File: config.mk
export PLATFORM = sky130hd
export DESIGN_NAME = rob_commit_ctrl
export DESIGN_NICKNAME = d
export VERILOG_FILES = /design/src/rtl/rob_commit_ctrl.sv
export SDC_FILE = /design/constraint.sdc
export NUM_CORES = 1
export LEC_CHECK = 0
export BUFFER_PORTS_ARGS = -buffer_cell sky130_fd_sc_hd__clkbuf_2
export CORE_ASPECT_RATIO = 1.25
export CORE_MARGIN = 2
export CORE_UTILIZATION = 65
export DETAILED_ROUTE_END_ITERATION = 7
export GPL_TIMING_DRIVEN = 0
export HOLD_SLACK_MARGIN = 0.02
export PLACE_DENSITY = 0.82
export SETUP_SLACK_MARGIN = 0.2
export SLEW_MARGIN = 20
export SYNTH_ARGS = -nofsm -noshare
export SYNTH_HDL_FRONTEND = slang
export SYNTH_SLANG_ARGS = --single-unit
File: constraint.sdc
create_clock -name clk -period 12.55 [get_ports clk]
set_input_delay 0.6275 -clock clk [delete_from_list [all_inputs] [get_ports clk]]
set_output_delay 0.6275 -clock clk [all_outputs]
set_load 0.05 [all_outputs]
File: src/rtl/rob_commit_ctrl.sv
// Circular reorder buffer: allocates tags at decode, captures CDB results, retires in order, flushes on mispredict.
// Build option ROB_CDB_BYPASS_EN: a CDB result aimed at the waiting head entry commits in the same cycle.
module rob_commit_ctrl #(
    parameter int DEPTH  = 16,
    parameter int TAG_W  = 4,
    parameter int REG_W  = 5,
    parameter int DATA_W = 32
) (
    input  logic              clk,
    input  logic              rst,
    input  logic              rdy,
    input  logic              ID_alloc_valid,
    input  logic [REG_W-1:0]  ID_alloc_reg_dest,
    output logic [TAG_W-1:0]  ID_alloc_tag,
    output logic              ROB_full,
    input  logic              CDB_valid,
    input  logic [TAG_W-1:0]  CDB_tag,
    input  logic [DATA_W-1:0] CDB_data,
    input  logic              CDB_mispredict,
    input  logic [31:0]       CDB_target_pc,
    output logic              ROB_data_valid,
    output logic [REG_W-1:0]  ROB_reg_dest,
    output logic [TAG_W-1:0]  ROB_tag,
    output logic [DATA_W-1:0] ROB_data,
    output logic              clear,
    output logic [31:0]       clear_pc
);
    localparam logic [TAG_W:0] FULL_CNT = (TAG_W+1)'(DEPTH);

    typedef enum logic {RUN, FLUSH} state_t;
    state_t state, state_next;

    logic [DEPTH-1:0]  ent_valid, ent_ready, ent_mispred;
    logic [REG_W-1:0]  ent_dest [DEPTH];
    logic [DATA_W-1:0] ent_data [DEPTH];
    logic [31:0]       ent_pc   [DEPTH];

    logic [TAG_W-1:0]  head, tail;
    logic [TAG_W:0]    count;
    logic [31:0]       flush_pc;

    logic              alloc_go, commit_go, commit_mispred;
    logic [DATA_W-1:0] commit_data;
    logic [31:0]       commit_pc;

    assign ID_alloc_tag = tail;
    assign ROB_full     = (count == FULL_CNT) || (state != RUN);

    always_ff @(posedge clk) begin
        if (rst)
            state <= RUN;
        else if (rdy)
            state <= state_next;
    end

    always_comb begin
        state_next = state;
        case (state)
            RUN:     if (commit_go && commit_mispred) state_next = FLUSH;
            FLUSH:   state_next = RUN;
            default: state_next = RUN;
        endcase
    end

    always_comb begin
        alloc_go       = ID_alloc_valid && !ROB_full && rdy;
        commit_go      = 1'b0;
        commit_mispred = ent_mispred[head];
        commit_data    = ent_data[head];
        commit_pc      = ent_pc[head];
        if (state == RUN && ent_valid[head]) begin
            if (ent_ready[head]) begin
                commit_go = 1'b1;
            end
`ifdef ROB_CDB_BYPASS_EN
            else if (CDB_valid && CDB_tag == head) begin
                commit_go      = 1'b1;
                commit_mispred = CDB_mispredict;
                commit_data    = CDB_data;
                commit_pc      = CDB_target_pc;
            end
`endif
        end
        commit_go = commit_go && rdy;
    end

    // Write order CDB -> alloc -> commit: a retiring head always ends up invalid.
    always_ff @(posedge clk) begin
        if (rst) begin
            ent_valid      <= '0;
            ent_ready      <= '0;
            ent_mispred    <= '0;
            head           <= '0;
            tail           <= '0;
            count          <= '0;
            flush_pc       <= '0;
            ROB_data_valid <= 1'b0;
            ROB_reg_dest   <= '0;
            ROB_tag        <= '0;
            ROB_data       <= '0;
            clear          <= 1'b0;
            clear_pc       <= '0;
        end else if (rdy) begin
            ROB_data_valid <= commit_go;
            clear          <= (state == FLUSH);
            if (commit_go) begin
                ROB_reg_dest <= ent_dest[head];
                ROB_tag      <= head;
                ROB_data     <= commit_data;
            end
            if (commit_go && commit_mispred)
                flush_pc <= commit_pc;
            if (state == FLUSH) begin
                ent_valid <= '0;
                ent_ready <= '0;
                head      <= '0;
                tail      <= '0;
                count     <= '0;
                clear_pc  <= flush_pc;
            end else begin
                if (CDB_valid && ent_valid[CDB_tag]) begin
                    ent_ready[CDB_tag]   <= 1'b1;
                    ent_data[CDB_tag]    <= CDB_data;
                    ent_mispred[CDB_tag] <= CDB_mispredict;
                    ent_pc[CDB_tag]      <= CDB_target_pc;
                end
                if (alloc_go) begin
                    ent_valid[tail]   <= 1'b1;
                    ent_ready[tail]   <= 1'b0;
                    ent_mispred[tail] <= 1'b0;
                    ent_dest[tail]    <= ID_alloc_reg_dest;
                    tail              <= tail + 1'b1;
                end
                if (commit_go) begin
                    ent_valid[head] <= 1'b0;
                    ent_ready[head] <= 1'b0;
                    head            <= head + 1'b1;
                end
                count <= count + {{TAG_W{1'b0}}, alloc_go} - {{TAG_W{1'b0}}, commit_go};
            end
        end
    end
endmodule
==> summary.md <==
| Metric | Value |
|---|---|
| WL per Instance | 33.8 um |
| Slowest-stage cell, CP | a211o_4 |
| Status | finished clean |
| Postcts setup bufs | 0 |
| Final Setup Violations | 0 |
| Most frequent cells in the layout | edfxtp_1 (1104), mux4_2 (357), dfxtp_1 (169) |
| FILL cells | 4010 |
| Vias in the first global route | 28200 |
| Final Max Tran Viols | 0 |
| Top cells by area, synth | edfxtp_1 (68%), mux4_2 (16%), dfxtp_1 (6.9%) |
| Syn Inst Count | 2448 |
| I/O pins | 159 |
| Setup TNS | 0 ns |
| Final worst slack | approximately 8 ns |
| Sw frac | 21.0% |
| Leakage Power | 18.0 nW |
| Starting Density | approximately two thirds |
| Worst r2r path cells | 18 |
| Max Fanout on Critical Path | 10 |
| Max-Cap Viols | 0 |
| Clock slew at reported path FFs | around 0.07 ns |
| Gr usage total | between 30% and 40% |
| Worst Tran Pin Value | ~1.1 ns |
| Worst-Skew Late Latency | 0.70 ns |
| RSZ-0062 raised after global routing | false |
| Final hold vios | 0 |
| CTS tree | yes |
| Routed wire length | 134000 um |
| Worst reg2reg path endpoint | count[4] |
| Total grt overflow | 0 |
| Arrival time worst endpoint | roughly 4.9 ns |
| DRT iter0 DRCs | 4270 |
| Post-synth ARST share | 0% |
| Relative slew slack | between 20% and 30% |
| Area after DPL | 0.0527 mm^2 |
| Ys flop type | edfxtp_1 |
| First-pass GRT wire length | 194000 um |
| R2R setup slack | 8.15 ns |
| Cell Count, Final, Fillers Out | roughly 4000 |
| Core box area | 0.0747 mm^2 |
| Post-CTS Hold Buffers | 0 |
| Antenna violations before repair | 8 |
| Die Span Y | 311 um |
| Cell Area, Synth | 0.0490 mm^2 |
| Max Clock Freq | 227 MHz |
| Synthesized area per cell | 20.0 um^2 |
| Yosys warnings | 0 |
| Nets@finish | 2995 |
| Worst vdd ir | 143 uV |
| Largest net degree at the start of global routing | 18 |
| Nature of the critical path startpoint | flop |
| Sequential share of power | 55.0% |
| Critical path origin | head[0] |
| Number of synthesized flops with an enable pin | 1104 |
| Via count | between 20000 and 30000 |
| Area of the multi-input gates | ~0.012 mm^2 |
| Dpl cells | 3754 |
| Die Area | 0.0776 mm^2 |
| H-tree depth | 3 |
| Proportion of power drawn by combinational gates | 3.7% |
| Commonest non-fill, non-tap cell in the layout | edfxtp_1 |
| CTS Buf Count | 114 |
| PwrDens | 148 mW/mm^2 |
| Final period utilization | around a third |
| Fin area | 0.0563 mm^2 |
| Critical R2R Launch | head[0] |
| Synth Net Count | between 2000 and 3000 |
| Crit. End Element | flop |
| Vias per std cell | roughly 6.9 |
| Critical Path Sink | count[4] |
| Detailed-route DRC error count | 0 |
| Port Buffer Count | roughly 160 |
| Yosys top cell area share | 67.7% |
| Worst Path Required | 13.08 ns |
| Initial DRT Pass Iterations | 6 |
| Synth cell types | 57 |
| Root buffer cell | clkbuf_16 |
| Hold Path Class | in2reg |
| Setup WS pre-CTS | 8.26 ns |
| Post-CTS sizing | 0 |
| Psw | 1.75 mW |
| Die X | roughly 250 um |
| Total clock sinks | 1273 |
| Cells along the critical path | buf_6, clkinv_1, a41oi_1, o211ai_1, a211o_4, inv_4, buf_2, ha_1, inv_1, ha_1, inv_1, fa_1, nand2b_1, a21oi_1, o21a_1, nor3_1, o21ai_0, a21oi_1 |
| Final Critical Period | 4.40 ns |
| Post-synth top area cell | edfxtp_1 |
| Clock power frac | 41.2% |
| Setup Crit Path Kind | reg2reg |
| FF/Latch Area | 0.0365 mm^2 |
| Area growth, synth to finish | 15.0% |
| Slowest Stage Delay on Critical Path | 0.42 ns |
| Seq/Total Area, Yosys | 74.6% |
| Setup Skew | 0.0228 ns |
| Placement Rows | 112 |
| Dpl hpwl | ~90000 um |
| Layout cells sized above 1 | 32.7% |
| P_int | 6.61 mW |
| Antenna-violating nets left | 0 |
| Seq cells post-synth | approximately 1300 |
| Max clock buf depth | 3 |
| GP Congestion | around 0.92 |
area by class of cell:
class,count,area share [%]
Antenna cell,5,0.0222
Sequential cell,1273,64.8
Inverter,15,0.104
Multi-Input combinational cell,1004,20.8
Buffer,156,1.37
Timing Repair Buffer,337,4.20
Clock inverter,64,0.977
Tap cell,969,2.15
Clock buffer,151,5.54
layer usage:
metal	vias up	track usage, %	share of wire [%]
met5	-	0	0.039
met4	8	15.4	4.5
met3	405	7.79	12
met2	2122	58.0	50
met1	14100	46.2	34
li1	10900	-	-
kinds of logic after synthesis:
kind of cell	count (synthesis)	share of synthesized area, %
AOI/OAI and AO/OA	273	3.31
xor gates and xnor gates	5	0.0894
adders and majority gates	15	0.398
buffers and inverters	171	1.69
DFF	1273	74.6
muxes	366	16.7
and+or+nand+nor	345	3.25
critical path, delay by kind of cell, from the launching register on:
family	cells	cell delay (ns)
AOI/OAI and AO/OA	7	1.60
adders and majority gates	3	0.87
and+or+nand+nor	2	0.24
buffers and inverters	6	1.13
DFF	1	0.38
worst min-delay path by stage:
stage	from	cells after the start	slack (ns)	endpoint
global route	CDB_data[16]	1	0.35	ent_data[7][16]
CTS	CDB_target_pc[5]	1	0.30	ent_pc[14][5]
global placement	flush_pc[4]	2	0.44	clear_pc[4]
finish	CDB_target_pc[15]	1	0.32	ent_pc[3][15]
detailed placement	flush_pc[0]	2	0.45	clear_pc[0]
floorplan	flush_pc[31]	2	0.43	clear_pc[31]
Yosys cell counts, types with 4 or more instances:
| library cell | number |
|---|---|
| o21ai_0 | 59 |
| nand2_1 | 156 |
| mux2i_1 | 5 |
| a2111oi_1 | 6 |
| a32oi_1 | 17 |
| ha_1 | 14 |
| inv_1 | 12 |
| a21oi_1 | 146 |
| buf_4 | 9 |
| a2111oi_2 | 6 |
| mux4_2 | 357 |
| nor2_1 | 62 |
| o21a_1 | 17 |
| buf_1 | 14 |
| buf_2 | 52 |
| and3_1 | 14 |
| nand4_1 | 6 |
| o21ai_1 | 7 |
| nor3_1 | 24 |
| edfxtp_1 | 1104 |
| dfxtp_1 | 169 |
| and4_1 | 4 |
| nand2b_1 | 6 |
| clkbuf_1 | 68 |
| nand3b_1 | 5 |
| buf_6 | 9 |
| nand3_1 | 50 |
| a2111oi_0 | 5 |
flip-flops by register name (all words and copies together), names as in the netlist, 4 cells and up:
signal,flops
ent_data,512
ent_valid,16
ROB_data,32
ent_dest,80
head,4
ent_mispred,16
flush_pc,32
ent_pc,512
clear_pc,32
count,5
ent_ready,16
ROB_tag,4
ID_alloc_tag,4
ROB_reg_dest,5
power groups by stage:
stage                     Sequential, mW  Combinational [mW]  Clock (mW)
after global placement              4.69               0.292           0
final                               4.60               0.310        3.45
after global routing                4.60               0.328        3.61
after floorplan                     4.70               0.169           0
after CTS                           4.60               0.307        3.46
after detailed placement            4.69               0.305           0
through the flow:
stage | power (mW) | utilization, % | hold slack (ns)
after floorplan | 4.87 | - | 0.428
after global placement | 4.98 | 68.3 | 0.442
after detailed placement | 5.00 | 70.5 | 0.449
after CTS | 8.37 | 75.4 | 0.299
after global routing | 8.53 | 75.4 | 0.353
final | 8.36 | 75.4 | 0.324
(Power assumes the default switching activity.)
